==> src/rtl/a51_keystream_gen.sv <==
// A5/1 keystream generator with configurable key, frame, mixing and stream lengths.
// Session sequence: load key bits, load frame bits, majority-clocked mixing with
// output discarded, then stream STREAM_BITS keystream bits in OUT_W-bit beats
// over a valid/ready handshake. The first generated bit of a beat lands in the MSB.
module a51_keystream_gen #(
    parameter int unsigned KEY_BITS    = 64,
    parameter int unsigned FRAME_BITS  = 22,
    parameter int unsigned MIX_CYCLES  = 100,
    parameter int unsigned STREAM_BITS = 228,
    parameter int unsigned OUT_W       = 1
) (
    input  logic                  clock,
    input  logic                  reset,
    input  logic                  start,
    input  logic                  abort,
    input  logic [KEY_BITS-1:0]   key,
    input  logic [FRAME_BITS-1:0] frame,
    input  logic                  out_ready,
    output logic [OUT_W-1:0]      out_data,
    output logic                  out_valid,
    output logic                  busy,
    output logic                  done
);

    // One shared step counter serves every phase; size it for the longest one.
    localparam int unsigned MAX_KF  = (KEY_BITS > FRAME_BITS) ? KEY_BITS : FRAME_BITS;
    localparam int unsigned MAX_MS  = (MIX_CYCLES > STREAM_BITS) ? MIX_CYCLES : STREAM_BITS;
    localparam int unsigned CNT_MAX = (MAX_KF > MAX_MS) ? MAX_KF : MAX_MS;
    localparam int unsigned CNT_W   = $clog2(CNT_MAX + 1);
    localparam int unsigned BEAT_W  = $clog2(OUT_W + 1);

    localparam logic [CNT_W-1:0]  KEY_LAST   = CNT_W'(KEY_BITS - 1);
    localparam logic [CNT_W-1:0]  FRAME_LAST = CNT_W'(FRAME_BITS - 1);
    localparam logic [CNT_W-1:0]  MIX_LAST   = CNT_W'(MIX_CYCLES - 1);
    localparam logic [CNT_W-1:0]  STREAM_END = CNT_W'(STREAM_BITS);
    localparam logic [BEAT_W-1:0] BEAT_LAST  = BEAT_W'(OUT_W - 1);

    if (OUT_W < 1 || OUT_W > STREAM_BITS) begin : g_bad_out_w
        $error("a51_keystream_gen: OUT_W must lie in 1..STREAM_BITS");
    end
    if (OUT_W != 0 && (STREAM_BITS % OUT_W) != 0) begin : g_bad_stream_bits
        $error("a51_keystream_gen: STREAM_BITS must be a multiple of OUT_W");
    end
    if (KEY_BITS < 1 || FRAME_BITS < 1 || MIX_CYCLES < 1) begin : g_bad_lengths
        $error("a51_keystream_gen: KEY_BITS, FRAME_BITS and MIX_CYCLES must be at least 1");
    end

    typedef enum logic [2:0] {
        s_idle,
        s_load_key,
        s_load_frame,
        s_mix,
        s_gen
    } state_t;

    state_t                  state;
    logic [18:0]             r1;
    logic [21:0]             r2;
    logic [22:0]             r3;
    logic [KEY_BITS-1:0]     key_sr;
    logic [FRAME_BITS-1:0]   frame_sr;
    logic [CNT_W-1:0]        cnt;
    logic [BEAT_W-1:0]       beat_cnt;
    logic [OUT_W-1:0]        acc;

    logic                    load_bit;
    logic                    step_all;
    logic                    step_maj;
    logic                    gen_step;
    logic                    maj;
    logic                    en1;
    logic                    en2;
    logic                    en3;
    logic [18:0]             r1_nx;
    logic [21:0]             r2_nx;
    logic [22:0]             r3_nx;
    logic                    ks;
    logic [OUT_W-1:0]        acc_nx;
    logic                    beat_done;
    logic                    accept;
    logic                    last_accept;

    // Decode which kind of register step this cycle performs and the input bit to mix in.
    always_comb begin
        load_bit = 1'b0;
        step_all = 1'b0;
        gen_step = 1'b0;
        case (state)
            s_load_key: begin
                load_bit = key_sr[0];
                step_all = 1'b1;
            end
            s_load_frame: begin
                load_bit = frame_sr[0];
                step_all = 1'b1;
            end
            s_gen: begin
                // Stall while a completed beat is still waiting for the sink.
                gen_step = (cnt != STREAM_END) && !(out_valid && !out_ready);
            end
            default: ;
        endcase
        step_maj = (state == s_mix) || gen_step;
    end

    // Next LFSR contents, majority clocking and the post-step keystream bit.
    always_comb begin
        maj   = (r1[8] & r2[10]) | (r1[8] & r3[10]) | (r2[10] & r3[10]);
        en1   = step_all | (step_maj & (r1[8] == maj));
        en2   = step_all | (step_maj & (r2[10] == maj));
        en3   = step_all | (step_maj & (r3[10] == maj));
        r1_nx = en1 ? {r1[17:0], r1[13] ^ r1[16] ^ r1[17] ^ r1[18] ^ load_bit} : r1;
        r2_nx = en2 ? {r2[20:0], r2[20] ^ r2[21] ^ load_bit} : r2;
        r3_nx = en3 ? {r3[21:0], r3[7] ^ r3[20] ^ r3[21] ^ r3[22] ^ load_bit} : r3;
        ks    = r1_nx[18] ^ r2_nx[21] ^ r3_nx[22];
    end

    // Beat assembly and handshake decode.
    always_comb begin
        // Older bits shift toward the MSB, so the first bit of a beat ends up on top.
        acc_nx      = OUT_W'({acc, ks});
        beat_done   = gen_step && (beat_cnt == BEAT_LAST);
        accept      = out_valid && out_ready;
        // Once every bit is generated, the beat on offer is necessarily the last one.
        last_accept = (state == s_gen) && accept && (cnt == STREAM_END);
    end

    // Session FSM, LFSRs, counters and registered outputs.
    always_ff @(posedge clock) begin
        if (reset || abort) begin
            state     <= s_idle;
            r1        <= '0;
            r2        <= '0;
            r3        <= '0;
            key_sr    <= '0;
            frame_sr  <= '0;
            cnt       <= '0;
            beat_cnt  <= '0;
            acc       <= '0;
            out_data  <= '0;
            out_valid <= 1'b0;
            busy      <= 1'b0;
            done      <= 1'b0;
        end else begin
            done <= 1'b0;
            // Step enables are all low outside the stepping phases, so this holds in idle.
            r1   <= r1_nx;
            r2   <= r2_nx;
            r3   <= r3_nx;
            case (state)
                s_idle: begin
                    if (start) begin
                        key_sr   <= key;
                        frame_sr <= frame;
                        r1       <= '0;
                        r2       <= '0;
                        r3       <= '0;
                        cnt      <= '0;
                        beat_cnt <= '0;
                        acc      <= '0;
                        busy     <= 1'b1;
                        state    <= s_load_key;
                    end
                end
                s_load_key: begin
                    key_sr <= key_sr >> 1;
                    if (cnt == KEY_LAST) begin
                        cnt   <= '0;
                        state <= s_load_frame;
                    end else begin
                        cnt <= cnt + 1'b1;
                    end
                end
                s_load_frame: begin
                    frame_sr <= frame_sr >> 1;
                    if (cnt == FRAME_LAST) begin
                        cnt   <= '0;
                        state <= s_mix;
                    end else begin
                        cnt <= cnt + 1'b1;
                    end
                end
                s_mix: begin
                    if (cnt == MIX_LAST) begin
                        cnt   <= '0;
                        state <= s_gen;
                    end else begin
                        cnt <= cnt + 1'b1;
                    end
                end
                s_gen: begin
                    if (gen_step) begin
                        cnt      <= cnt + 1'b1;
                        acc      <= acc_nx;
                        beat_cnt <= beat_done ? '0 : beat_cnt + 1'b1;
                    end
                    // A beat completing on the accept edge keeps out_valid high with new data.
                    if (beat_done) begin
                        out_data  <= acc_nx;
                        out_valid <= 1'b1;
                    end else if (accept) begin
                        out_valid <= 1'b0;
                    end
                    if (last_accept) begin
                        busy  <= 1'b0;
                        done  <= 1'b1;
                        state <= s_idle;
                    end
                end
                default: state <= s_idle;
            endcase
        end
    end

endmodule

==> config.mk <==
export PLATFORM = sky130hd
export DESIGN_NAME = a51_keystream_gen
export DESIGN_NICKNAME = d
export VERILOG_FILES = /design/src/rtl/a51_keystream_gen.sv
export SDC_FILE = /design/constraint.sdc
export NUM_CORES = 1
export LEC_CHECK = 0
export ABC_CLOCK_PERIOD_IN_PS = 1980
export CAP_MARGIN = 15
export CORE_MARGIN = 5
export CORE_UTILIZATION = 49
export DETAILED_ROUTE_END_ITERATION = 8
export PLACE_DENSITY = 0.76
export SYNTH_ARGS = -nofsm -noshare
export SYNTH_HDL_FRONTEND = slang
export SYNTH_SLANG_ARGS = --single-unit
==> constraint.sdc <==
create_clock -name clock -period 1.98 [get_ports clock]
set_clock_uncertainty 0.05 [all_clocks]
set_input_delay 0.396 -clock clock [delete_from_list [all_inputs] [get_ports clock]]
set_output_delay 0.396 -clock clock [all_outputs]
set_load 0.02 [all_outputs]
* After elaboration in Yosys (flattened, before gate mapping)
Cells that the tools add are included.
Cells by class: muxes and demuxes 38, equal/unequal tests 18, reductions and logical operators 26, bitwise gates (word level) 25, $add $sub $neg 2
Operator list (number):
- $pmux 64 s2 | 1
- $mux 22 | 4
- $mux 23 | 3
- $mux 64 | 1
- $mux 19 | 3
- $pmux 22 s2 | 1
- $mux 8 | 5
- $pmux 8 s5 | 1
- $mux 3 | 5
- $pmux 3 s5 | 1
- $xor 1x1->1 | 12
- $mux 1 | 10
- $ne 2x2->1 const B | 5
- $reduce_and 3->1 | 3
- $add 8x1->8 const B | 1
- $eq 8x5->1 const B | 1
- $eq 8x6->1 const B | 1
- $eq 8x7->1 const B | 1
- $eq 8x8->1 const B | 1
- $ne 8x8->1 const B | 1
- $reduce_and 2->1 | 4
- $reduce_bool 2->1 | 4
- $and 1x1->1 | 6
- $eq 3x2->1 const B | 2
- other kinds (15) | 32
Storage, ports and cells: word-level logic and storage cells 121, bits in registers 166, output and inout port bits 4, bits of input ports 91

* Logic depth before layout (Yosys ltp)
depth in word-level cells 11, depth in mapped cells 10, gate-level depth less buffers 9

* Least setup slack after synthesis
Ideal clock, no wire load.
path kind register to register, start reg cnt[0], end reg r1[10], path slack 0.091 ns, library setup time 0.117 ns, arrival time 1.722 ns, cell stages (with the launch flop) 11, path buffers 2, required time 1.813 ns, cells stage by stage dfxtp_1 > inv_1 > ha_1 > nand3_1 > o221ai_2 > nand2_1 > a21oi_1 > buf_4 > buf_6 > mux2i_1 > nor2_1
On the way: cells in the longest elaborated chain, start to end 9
RTL lines:
- start, declared | line 62 | logic [CNT_W-1:0] cnt;
- start signal, assigned | line 171 | cnt <= cnt + 1'b1;
- start signal, assigned | line 180 | cnt <= cnt + 1'b1;
- start signal, assigned | line 188 | cnt <= cnt + 1'b1;
- $ne 8x8->1 * | line 99 | gen_step = (cnt != STREAM_END) && !(out_valid && !out_ready);
- $logic_and 1x1->1 * | line 99
- $mux 1 * | line 88 | case (state)
- $logic_or 1x1->1 * | line 103 | step_maj = (state == s_mix) || gen_step;
- $and 1x1->1 * | line 109 | en1 = step_all | (step_maj & (r1[8] == maj));
- $or 1x1->1 * | line 109
- $mux 19 * | line 112 | r1_nx = en1 ? {r1[17:0], r1[13] ^ r1[16] ^ r1[17] ^ r1[18] ^ load_bit} : r1;
- $mux 19 | line 152 | if (start) begin
- $mux 19 * | line 150 | case (state)
- end signal, assigned | line 147 | r1 <= r1_nx;
- end, declared | line 57 | logic [18:0] r1;
Every way passes the cells marked *; elsewhere a longest branch is shown, timed or not. A chain may end at the register's enable or synchronous reset.

* Worst setup path after layout
start reg cnt[1], end reg r1[8]
Same word-level chain as after synthesis.

==> metrics.md <==
| Metric | Value |
|---|---|
| Antenna viol nets, final | 0 |
| Final cell utilization of the core | between 60% and 70% |
| H-tree depth | 4 |
| 1st-pass router iterations | 5 |
| RSZ-0062 raised after global routing | true |
| Die ar. | 16200 µm² |
| Clock root cell | clkbuf_16 |
| Row cnt | 42 |
| Final setup violation count | 0 |
| Syn nets | 868 |
| Pwr Density | 875 nW/µm² |
| Main synth FF type | dfxtp_1 |
| Worst Path Required | 2240 ps |
| Placer Congestion | 0.836 |
| Syn-to-layout area delta | 32.1% |
| Finished Cell Area | between 8000 and 9000 µm² |
| Inserted Clock Buffers | 17 |
| HPWL Detailed | 10600 µm |
| CTS sink cnt | 166 |
| CP arrival | 2240 ps |
| Synth unique cells | 57 |
| Wire length per cell | 14.6 µm |
| Max Cap Viol | 0 |
| First-pass GRT wire length | 26500 µm |
| Headroom to the max-slew limit | between 60% and 70% |
| Starting density of the core | 50.4% |
| Area of the mapped netlist | 6750 µm² |
| Setup WS pre-CTS | -404 ps |
| Period minus WS final | just under 2000 ps |
| Final Max Tran Viols | 0 |
| Number of enable flip-flop cells after synthesis | 0 |
| Fmax | slightly above 0.5 GHz |
| Pin count of the biggest net entering global routing | 67 |
| Gr ovfl total | 0 |
| Final Hold Fails | 0 |
| #FFs+latches synth | 166 |
| Period utilization | 100% |
| Post-route insts no fill | approximately 1100 |
| Leak | 3.43 nW |
| Vias per inst | 5.47 |
| Worst-path clk slew | ~60 ps |
| Synth Instances | about 770 |
| Asr flop ratio synth | 0% |
| Fraction of layout cells with a size suffix above 1 | 14.0% |
| Drc violations | 0 |
| Core area | 13400 µm² |
| Antenna violations before repair | 0 |
| GR Util All Layers | 19.8% |
| Final worst slack | 0.396 ps |
| DP Cell Count | between 1000 and 1500 |
| Clk buf depth | 2 |
| Worst Setup End Kind | flip-flop |
| Hold Path Class | flip-flop to flip-flop |
| Final Net Count | 981 |
| I/O Pins | 95 |
| CTS tree | built |
| DR vias | 5882 |
| IO Port Bufs | 94 |
| Total Routed Length | approximately 16000 µm |
| Initial DRC count | 333 |
| Worst-path maximum fanout | 5 |
| Chip height | between 100 and 150 µm |
| Status | finished clean |
| Number of global-route vias before repair | between 5000 and 6000 |
| Max VDD drop | 0.632 mV |
| Sequential share of the synthesized area | 49.2% |
| # diodes | 0 |
| WS Path Type | flip-flop to flip-flop |
| Dpl cell area | 8110 µm² |
| Syn. warnings | 0 |
| Avg Cell Area, Syn | 8.72 µm² |
| CP startpoint kind | flip-flop |
| Tightest Pin Transition | 518 ps |
| Die Span X | roughly 130 µm |
| Worst-skew pair later-pin latency | 430 ps |
==> where the power goes <==
part | switching, mW | total (mW) | internal (mW) | leakage (nW)
clock network | 1.29 | 3.34 | 2.05 | 0.299
logic | 0.487 | 0.963 | 0.476 | 1.78
registers | 0.0583 | 3.50 | 3.44 | 1.35
==> worst paths after layout <==
check,end,start,cells after the start,slack [ps]
max,r1[8],cnt[1],11,0.4
min,r2[12],r2[12],2,400
max reg2reg,r1[8],cnt[1],11,0.4
min reg2reg,r2[12],r2[12],2,400
==> stage by stage <==
stage | power, mW | hold slack [ps] | TNS, ps
final | 7.81 | 403 | 0
after global routing | 8.10 | 421 | -496
after detailed placement | 4.48 | 395 | -44450
after floorplan | 4.11 | 382 | 0
after CTS | 7.86 | 402 | -16.9
after global placement | 4.45 | 389 | -38490
==> critical path: stages, from the launching register on <==
cell and delay, ps:
dfxtp_2 330, inv_2 80, ha_4 130, nand3_4 90
o221ai_4 190, nand2_2 130, buf_6 140, a21oi_4 180
buf_6 140, buf_16 120, mux2i_2 230, nor2_1 50
==> cell families after synthesis <==
kind of cell / Yosys count / synth area share (%)
flops: 166 / 49.2
buf+inv: 64 / 4.56
mux: 39 / 5.78
fa+ha+maj: 3 / 0.556
simple gates: 326 / 21.2
xor+xnor: 19 / 2.58
compound gates: 157 / 16.2
==> metal layers <==
layer	part of all wire, %	track usage [%]	routed length (µm)	vias up
li1	-	-	-	2941
met1	45	24.9	7010	2745
met2	48	32.1	7510	171
met3	5.5	4.88	862	25
met4	2.1	8.90	323	0
met5	0	0	0	-
==> cell usage after synthesis, types with 2 or more instances <==
master    count  share of area (%)
nor2_1      133                7.4
inv_1         6               0.33
o211ai_1      2               0.22
nand2_1     113                6.3
nor3_1       48                3.6
dfxtp_1     166                 49
a311oi_2      2               0.44
buf_6         3               0.50
nand3_1       5               0.37
xnor2_1      13                1.7
or2_2         3               0.28
nor3b_1       2               0.22
o22ai_1      47                4.4
nand4_1       3               0.28
a211oi_1      2               0.22
mux2i_1      39                5.8
a21oi_1      47                3.5
o221ai_1      2               0.26
a22oi_1      18                2.0
ha_1          3               0.56
nand3b_1      3               0.33
a311oi_1     21                2.7
o21ai_0       3               0.22
clkbuf_1     29                1.6
nand2b_1      2               0.19
xor2_1        5               0.65
buf_2        15                1.1
buf_4         7               0.78
buf_1         4               0.22
==> registers in the layout (all words and copies together), names as in the netlist, named ones only <==
name,cells
out_valid,1
r3,22
r1,19
r2,21
cnt,8
frame_sr,22
busy,1
out_data,1
beat_cnt,1
done,1
state,3
key_sr,64
==> area by class of cell <==
cell class / count / area (µm²)
Multi-Input combinational cell: 544 / 3220
Clock buffer: 25 / 515
Sequential cell: 166 / 3330
Timing Repair Buffer: 152 / 1510
Clock inverter: 7 / 91.3
Inverter: 6 / 22.5
Fill cell: 1039 / 4480
Tap cell: 176 / 220
==> placed cells by master (no fill, tap or decap), types with 3 or more instances in the layout <==
master	count
xor2_1	5
buf_12	7
buf_6	6
a21oi_1	46
dfxtp_1	160
mux2i_1	36
inv_1	4
xnor2_1	13
nor3_1	48
dfxtp_2	6
nand2_1	109
clkbuf_16	17
or2_2	3
nand2_2	4
a22oi_1	18
nor2_2	3
nor2_1	131
clkdlybuf4s50_1	94
a311oi_1	21
o21ai_0	3
clkbuf_8	6
nand3_1	4
clkinv_2	3
nand3b_1	3
nand4_1	3
buf_4	43
o22ai_1	47
==> timing repair <==
action                                  in CTS  in global routing
setup buffers                                4                  5
hold buffers                                 0                  0
resized for setup                           14                 21
gates cloned                                 2                  0
pin swaps                                    3                 13
hold endpoints to repair                     0                  0
endpoints found under the setup margin      34                107
Power figures use the tool's default switching activity.
